==> src/rtl/fetch_pc.sv <==
// Fetch program counter with boot/run/halt sequencing and CP0 redirects.
// Optional fetch address checking is enabled by defining FETCH_ADEL_CHECK_EN.
module fetch_pc #(
  parameter logic [31:0] RESET_PC  = 32'h0000_3000,
  parameter logic [31:0] EXC_ENTRY = 32'h0000_4180,
  parameter logic [31:0] HALT_PC   = 32'h0000_417C
) (
  input  logic        clk,
  input  logic        reset,
  input  logic        stall,
  input  logic [31:0] npc,
  input  logic        isBJ,
  input  logic        excReq,
  input  logic        eretReq,
  input  logic [31:0] epc,
  output logic [31:0] PC,
  output logic        pcValid,
  output logic        bd,
  output logic        halted,
  output logic        adel,
  output logic [4:0]  excCode,
  output logic [31:0] fetchCnt
);

  typedef enum logic [1:0] {BOOT, RUN, HALT} state_t;

  state_t      state_q, state_d;
  logic [31:0] pc_q, pc_d;
  logic [31:0] cnt_q, cnt_d;
  logic        bd_q, bd_d;

`ifdef FETCH_ADEL_CHECK_EN
  // Misaligned or outside user text/data window; BOOT never flags.
  assign adel    = (state_q != BOOT) &&
                   ((pc_q[1:0] != 2'b00) || (pc_q < 32'h0000_3000) || (pc_q > 32'h0000_6FFC));
  assign excCode = adel ? 5'd4 : 5'd0;
`else
  assign adel    = 1'b0;
  assign excCode = 5'd0;
`endif

  assign PC       = pc_q;
  assign bd       = bd_q;
  assign fetchCnt = cnt_q;
  assign halted   = (state_q == HALT);
  assign pcValid  = (state_q != BOOT) && !adel;

  always_comb begin
    state_d = state_q;
    pc_d    = pc_q;
    bd_d    = bd_q;
    cnt_d   = cnt_q;
    if (state_q == BOOT) begin
      state_d = RUN;
    end else begin
      if (pcValid && !stall && (state_q != HALT)) begin
        cnt_d = cnt_q + 32'd1;
      end
      // Redirects win over stall and halt so the handler can always be entered.
      if (excReq) begin
        pc_d    = EXC_ENTRY;
        bd_d    = 1'b0;
        state_d = RUN;
      end else if (eretReq) begin
        pc_d    = epc;
        bd_d    = 1'b0;
        state_d = RUN;
      end else if (stall || (state_q == HALT)) begin
        pc_d = pc_q;
      end else if (pc_q == HALT_PC) begin
        state_d = HALT;
      end else begin
        pc_d = npc;
        bd_d = isBJ;
      end
    end
  end

  always_ff @(posedge clk) begin
    if (reset) begin
      state_q <= BOOT;
      pc_q    <= RESET_PC;
      bd_q    <= 1'b0;
      cnt_q   <= 32'd0;
    end else begin
      state_q <= state_d;
      pc_q    <= pc_d;
      bd_q    <= bd_d;
      cnt_q   <= cnt_d;
    end
  end

endmodule

==> config.mk <==
export PLATFORM = sky130hd
export DESIGN_NAME = fetch_pc
export DESIGN_NICKNAME = d
export VERILOG_FILES = /design/src/rtl/fetch_pc.sv
export SDC_FILE = /design/constraint.sdc
export NUM_CORES = 1
export LEC_CHECK = 0
export ABC_AREA = 1
export CAP_MARGIN = 20
export CORE_ASPECT_RATIO = 0.75
export CORE_MARGIN = 5
export CORE_UTILIZATION = 41
export CTS_CLUSTER_DIAMETER = 120
export DETAILED_ROUTE_END_ITERATION = 10
export PLACE_DENSITY = 0.9
export SYNTH_ARGS = -nofsm -noshare
export SYNTH_HDL_FRONTEND = slang
export SYNTH_SLANG_ARGS = --single-unit
==> constraint.sdc <==
create_clock -name clk -period 1.24 [get_ports clk]
set_input_delay 0.248 -clock clk [delete_from_list [all_inputs] [get_ports clk]]
set_output_delay 0.248 -clock clk [all_outputs]
set_load 0.05 [all_outputs]
==> results of run 1 <==
==> synth_stat cells (all sizes together) <==
| library cell | count | share of area |
|---|---|---|
| nor3b | 1 | 0.0019 |
| a211oi | 1 | 0.0019 |
| a21oi | 48 | 0.069 |
| buf | 23 | 0.044 |
| o21ai | 38 | 0.049 |
| ha | 1 | 0.0032 |
| nand4 | 5 | 0.0096 |
| nor3 | 7 | 0.010 |
| nand3 | 65 | 0.086 |
| nand2 | 121 | 0.12 |
| or2 | 1 | 0.0016 |
| xnor2 | 1 | 0.0022 |
| o21a | 2 | 0.0038 |
| dfxtp | 67 | 0.34 |
| clkbuf | 13 | 0.012 |
| inv | 69 | 0.068 |
| nor4 | 1 | 0.0016 |
| conb | 1 | 0.00096 |
| xor2 | 6 | 0.013 |
| nor2 | 154 | 0.16 |
==> through the flow <==
step | hold WS, ns | cells | utilization | setup WS (ns)
3_5_place_dp | 0.464 | 973 | 0.798 | -0.526
3_3_place_gp | 0.452 | 973 | 0.798 | -0.472
2_1_floorplan | 0.459 | 630 | - | -0.197
4_1_cts | 0.480 | 1014 | 0.895 | -0.325
==> timing repair <==
item	4_1_cts
gates resized for setup	89
cloned	5
setup buffers	21
endpoints found under the hold margin	0
pin swaps	41
setup endpoints to repair	65
==> logic make-up after synthesis <==
group	after synthesis	share of synthesized area
flip-flops	67	0.343
adder cells (fa/ha/maj)	1	0.00320
other	1	0.000959
AND/OR/NAND/NOR	355	0.389
XOR/XNOR	7	0.0157
buffers and inverters	105	0.125
AO/OA/AOI/OAI	89	0.124
==> results.yml, run 1 <==
timing:
  postGrtWorstEndpoint: "PC[7]$_SDFFE_PP0P_/D"
  endpoint_type: "register data pin"
clock_network:
  ctsRootBufferMaster: "clkbuf_16"
  clkSinkCount: 67
  cts_made_buffers: 9
  htree_levels: 3
  clockBufferDepth: 2
  ctsHoldBuffers: 0
synth:
  ys_seq_area_frac: 0.343
  synth_area_per_cell_um2: 6.25
  ys.warnings.count: 0
  synth_cell_type_count: 35
  ys_seq_elements: 67
  syn_area_mm2: 0.00391
  synthesis.instances: 625
floorplanning:
  io_pins: 143
  dieWidth_um: 123
  die_h_um: 94.6
  rows: 30
  initial_utilization: 0.427
status:
  first-error: "[ERROR DPL-0033] detailed placement checks failed during check placement."
  status: "aborted with a tool error"
  failed_stage: "5_1_grt"
place:
  gp_congestion: 0.957
  dpl.hpwl_mm: 11.7
  port_buffers: 136
  dpl_cell_area_mm2: 0.00730
global_route:
  grt_max_degree: 34
  antenna_found_initial: 4
==> inputs of run 2 (changes only) <==
CORE_ASPECT_RATIO = default   (was 0.75)
CORE_UTILIZATION = 40   (was 41)
CTS_CLUSTER_DIAMETER = default   (was 120)
PLACE_DENSITY = default   (was 0.9)
PLACE_DENSITY_LB_ADDON = 0.15   (was default)
clock period = 1.6 ns   (was 1.24 ns; I/O delays follow)
==> results.yml, run 2 <==
synth:
  yosys.area.top_type_share: 0.343
  yosysMostFrequentCell: "nor2_1"
  synth.cells.most_frequent: "144 x nor2_1, 117 x nand2_1, 67 x dfxtp_1"
  synth_area_leaders: "dfxtp_1 34%, nor2_1 14%, nand2_1 11%, nand3_1 8.1%, inv_1 6.1%"
  ys.warnings.count: 0
  synthesis.instances: 625
  synthArstFlopShare: 0
  ys_seq_elements: 67
  synth_largest_area_cell: "dfxtp_1"
  synthFlopType: "dfxtp_1"
  ys_seq_area_frac: 0.343
  synth_edf_count: 0
  synth_area_per_cell_um2: 6.25
  syn_area_mm2: 0.00391
  synth_cell_type_count: 35
min_path:
  hold_class: "reg2reg"
  worstHoldStart: "fetchCnt[12]"
clock_network:
  cts_tree: "yes"
  clockBufferDepth: 2
  clkSinkCount: 67
  cts_made_buffers: 9
  ctsHoldBuffers: 0
  ctsRootBufferMaster: "clkbuf_8"
  clk_pin_slew_worst_paths_ns: 0.08
  clk_latency_ns: 0.34
  htree_levels: 3
floorplanning:
  dieWidth_um: 109
  die_h_um: 109
  initial_utilization: 0.406
  rows: 36
  die_area_mm2: 0.0118
  core-area_mm2: 0.00964
  io_pins: 143
global_route:
  grt_max_degree: 33
  grt_usage: 0.205
  grt_pass1_wl_mm: 19.6
  antenna_found_initial: 0
  grt.overflow.total: 0
  grt_pass1_vias: 4186
finish:
  multi_input_area_mm2: 0.00218
  stdcell_area_mm2: 0.00622
  insertedDiodeCount: 0
  final_cell_mix: "140 x nor2_1, 114 x nand2_1, 69 x clkdlybuf4s50_1, 64 x buf_4, 63 x inv_1"
  nFillCells: 879
  final_common_cell: "nor2_1"
  final_nets: 853
  seq_area_mm2: 0.00138
  instances_no_fill: 920
  drive_gt1_frac: 0.240
  syn2layout_area_growth_pct: 59.3
place:
  port_buffers: 136
  dpl.cell_count: 899
  gp_congestion: 0.868
  dpl.hpwl_mm: 9.09
  dpl_cell_area_mm2: 0.00582
route:
  ant_nets: 0
  wl_mm: 12.3
  drc_errors: 0
  viasPerCell: 4.80
  drt_first_pass_iters: 4
  wl_per_cell_um: 13.4
  drtIter0Drc: 202
  vias: 4419
worst_setup_path:
  crit_path_end_kind: "flop"
  timing.rr.start: "fetchCnt[0]"
  path_cells: "clkdlybuf4s50_1, inv_1, nand2_4, inv_6, nand3_2, nor2_2, nand2_1, nor3_1, nor2_1"
  crit_type: "in2reg"
  worstSetupStartpointType: "primary input"
  cp_max_fo: 7
  startpoint: "stall"
  critical_path_buf_inv_count: 3
  max_stage_delay_ns: 0.40
  cpMaxStageDelayCell: "clkdlybuf4s50_1"
  cp.arrival_ns: 1.71
  critPathTopFamily: "simple AND/OR/NAND/NOR gates"
  crit_required_ns: 1.83
  r2r_slack_ns: 0.12
power:
  irDropWorstVdd_mv: 0.403
  leakagePower_nw: 2.76
  fin_total_pwr_mw: 4.65
  power_density_mw_per_mm2: 747
timing:
  fin_crit_ns: 1.48
  rsz0062_at_grt: "yes"
  timing.final.hold_violations: 0
  slew_violations: 0
  clock_skew_ns: 0.00973
  post-route-period-util: 0.928
  fmax_mhz: 674
  setup_viol: 0
flow_run:
  cap_violations: 0
status:
  status: "completed"
[run 2: cell counts after synthesis]
Identical to the previous run, type by type.
[run 2: repair_timing]
action / 4_1_cts / 5_1_grt
gates cloned: 1 / 4
setup buffers: 0 / 0
pin swaps: 0 / 7
endpoints found under the hold margin: 0 / 0
resized for setup: 3 / 23
setup endpoints to repair: 2 / 44
[run 2: area by class of cell]
type / instances / share of cell area
well taps: 133 / 0.0267
flip-flops and latches: 67 / 0.221
multi-input cells: 459 / 0.350
clock inverters: 6 / 0.0141
repair buffers: 176 / 0.323
inverters: 69 / 0.0424
clock buffers: 10 / 0.0221
[run 2: worst paths after layout]
path             endpoint  depth (start not counted)
max          fetchCnt[29]                          9
min          fetchCnt[12]                          1
max reg2reg  fetchCnt[24]                          8
min reg2reg  fetchCnt[12]                          1
[run 2: cells by family (layout without fill, tap and decap cells)]
| logic type | after synthesis | in the layout | share of synthesized area |
|---|---|---|---|
| AOI/OAI and AO/OA | 89 | 89 | 0.124 |
| adders and majority gates | 1 | 1 | 0.00320 |
| buffers and inverters | 105 | 261 | 0.125 |
| other | 1 | 6 | 0.000959 |
| DFF | 67 | 67 | 0.343 |
| xor gates and xnor gates | 7 | 7 | 0.0157 |
| and+or+nand+nor | 355 | 356 | 0.389 |
[run 2: through the flow]
step           setup slack, ns  setup TNS (ns)   util  hold WS [ns]
3_5_place_dp            -0.179           -4.62  0.604         0.468
3_3_place_gp           -0.0795           -2.68  0.604         0.459
5_1_grt               -0.00657        -0.00738  0.646         0.512
6_report                 0.116               0  0.646         0.480
2_1_floorplan           0.0118               0      -         0.446
4_1_cts              -0.000521       -0.000521  0.631         0.480
[run 2: power by group]
group          switching [mW]  leakage, nW  internal [mW]  total [mW]
registers              0.0592        0.559           1.75        1.81
logic                   0.725         2.09          0.514        1.24
clock network           0.678        0.113          0.921        1.60
total                    1.46         2.76           3.19        4.65
[run 2: per-layer routing]
metal / wire [µm] / track usage / up-vias
li1: - / - / 2273
met1: 5370 / 0.261 / 1997
met2: 5880 / 0.342 / 140
met3: 950 / 0.0598 / 9
met4: 88 / 0.0469 / 0
met5: 0 / 0 / -
[run 2: worst reg2reg max path, cell delays in order (launching register included)]
cell and delay [ns]:
dfxtp_4 0.36, ha_1 0.17, nand2_1 0.11, nor2_4 0.17, nand3_4 0.12, nor2_4 0.16
nand3_1 0.11, o21ai_1 0.13, nor2_1 0.05
Note: power is estimated with default switching activity, not from simulation.
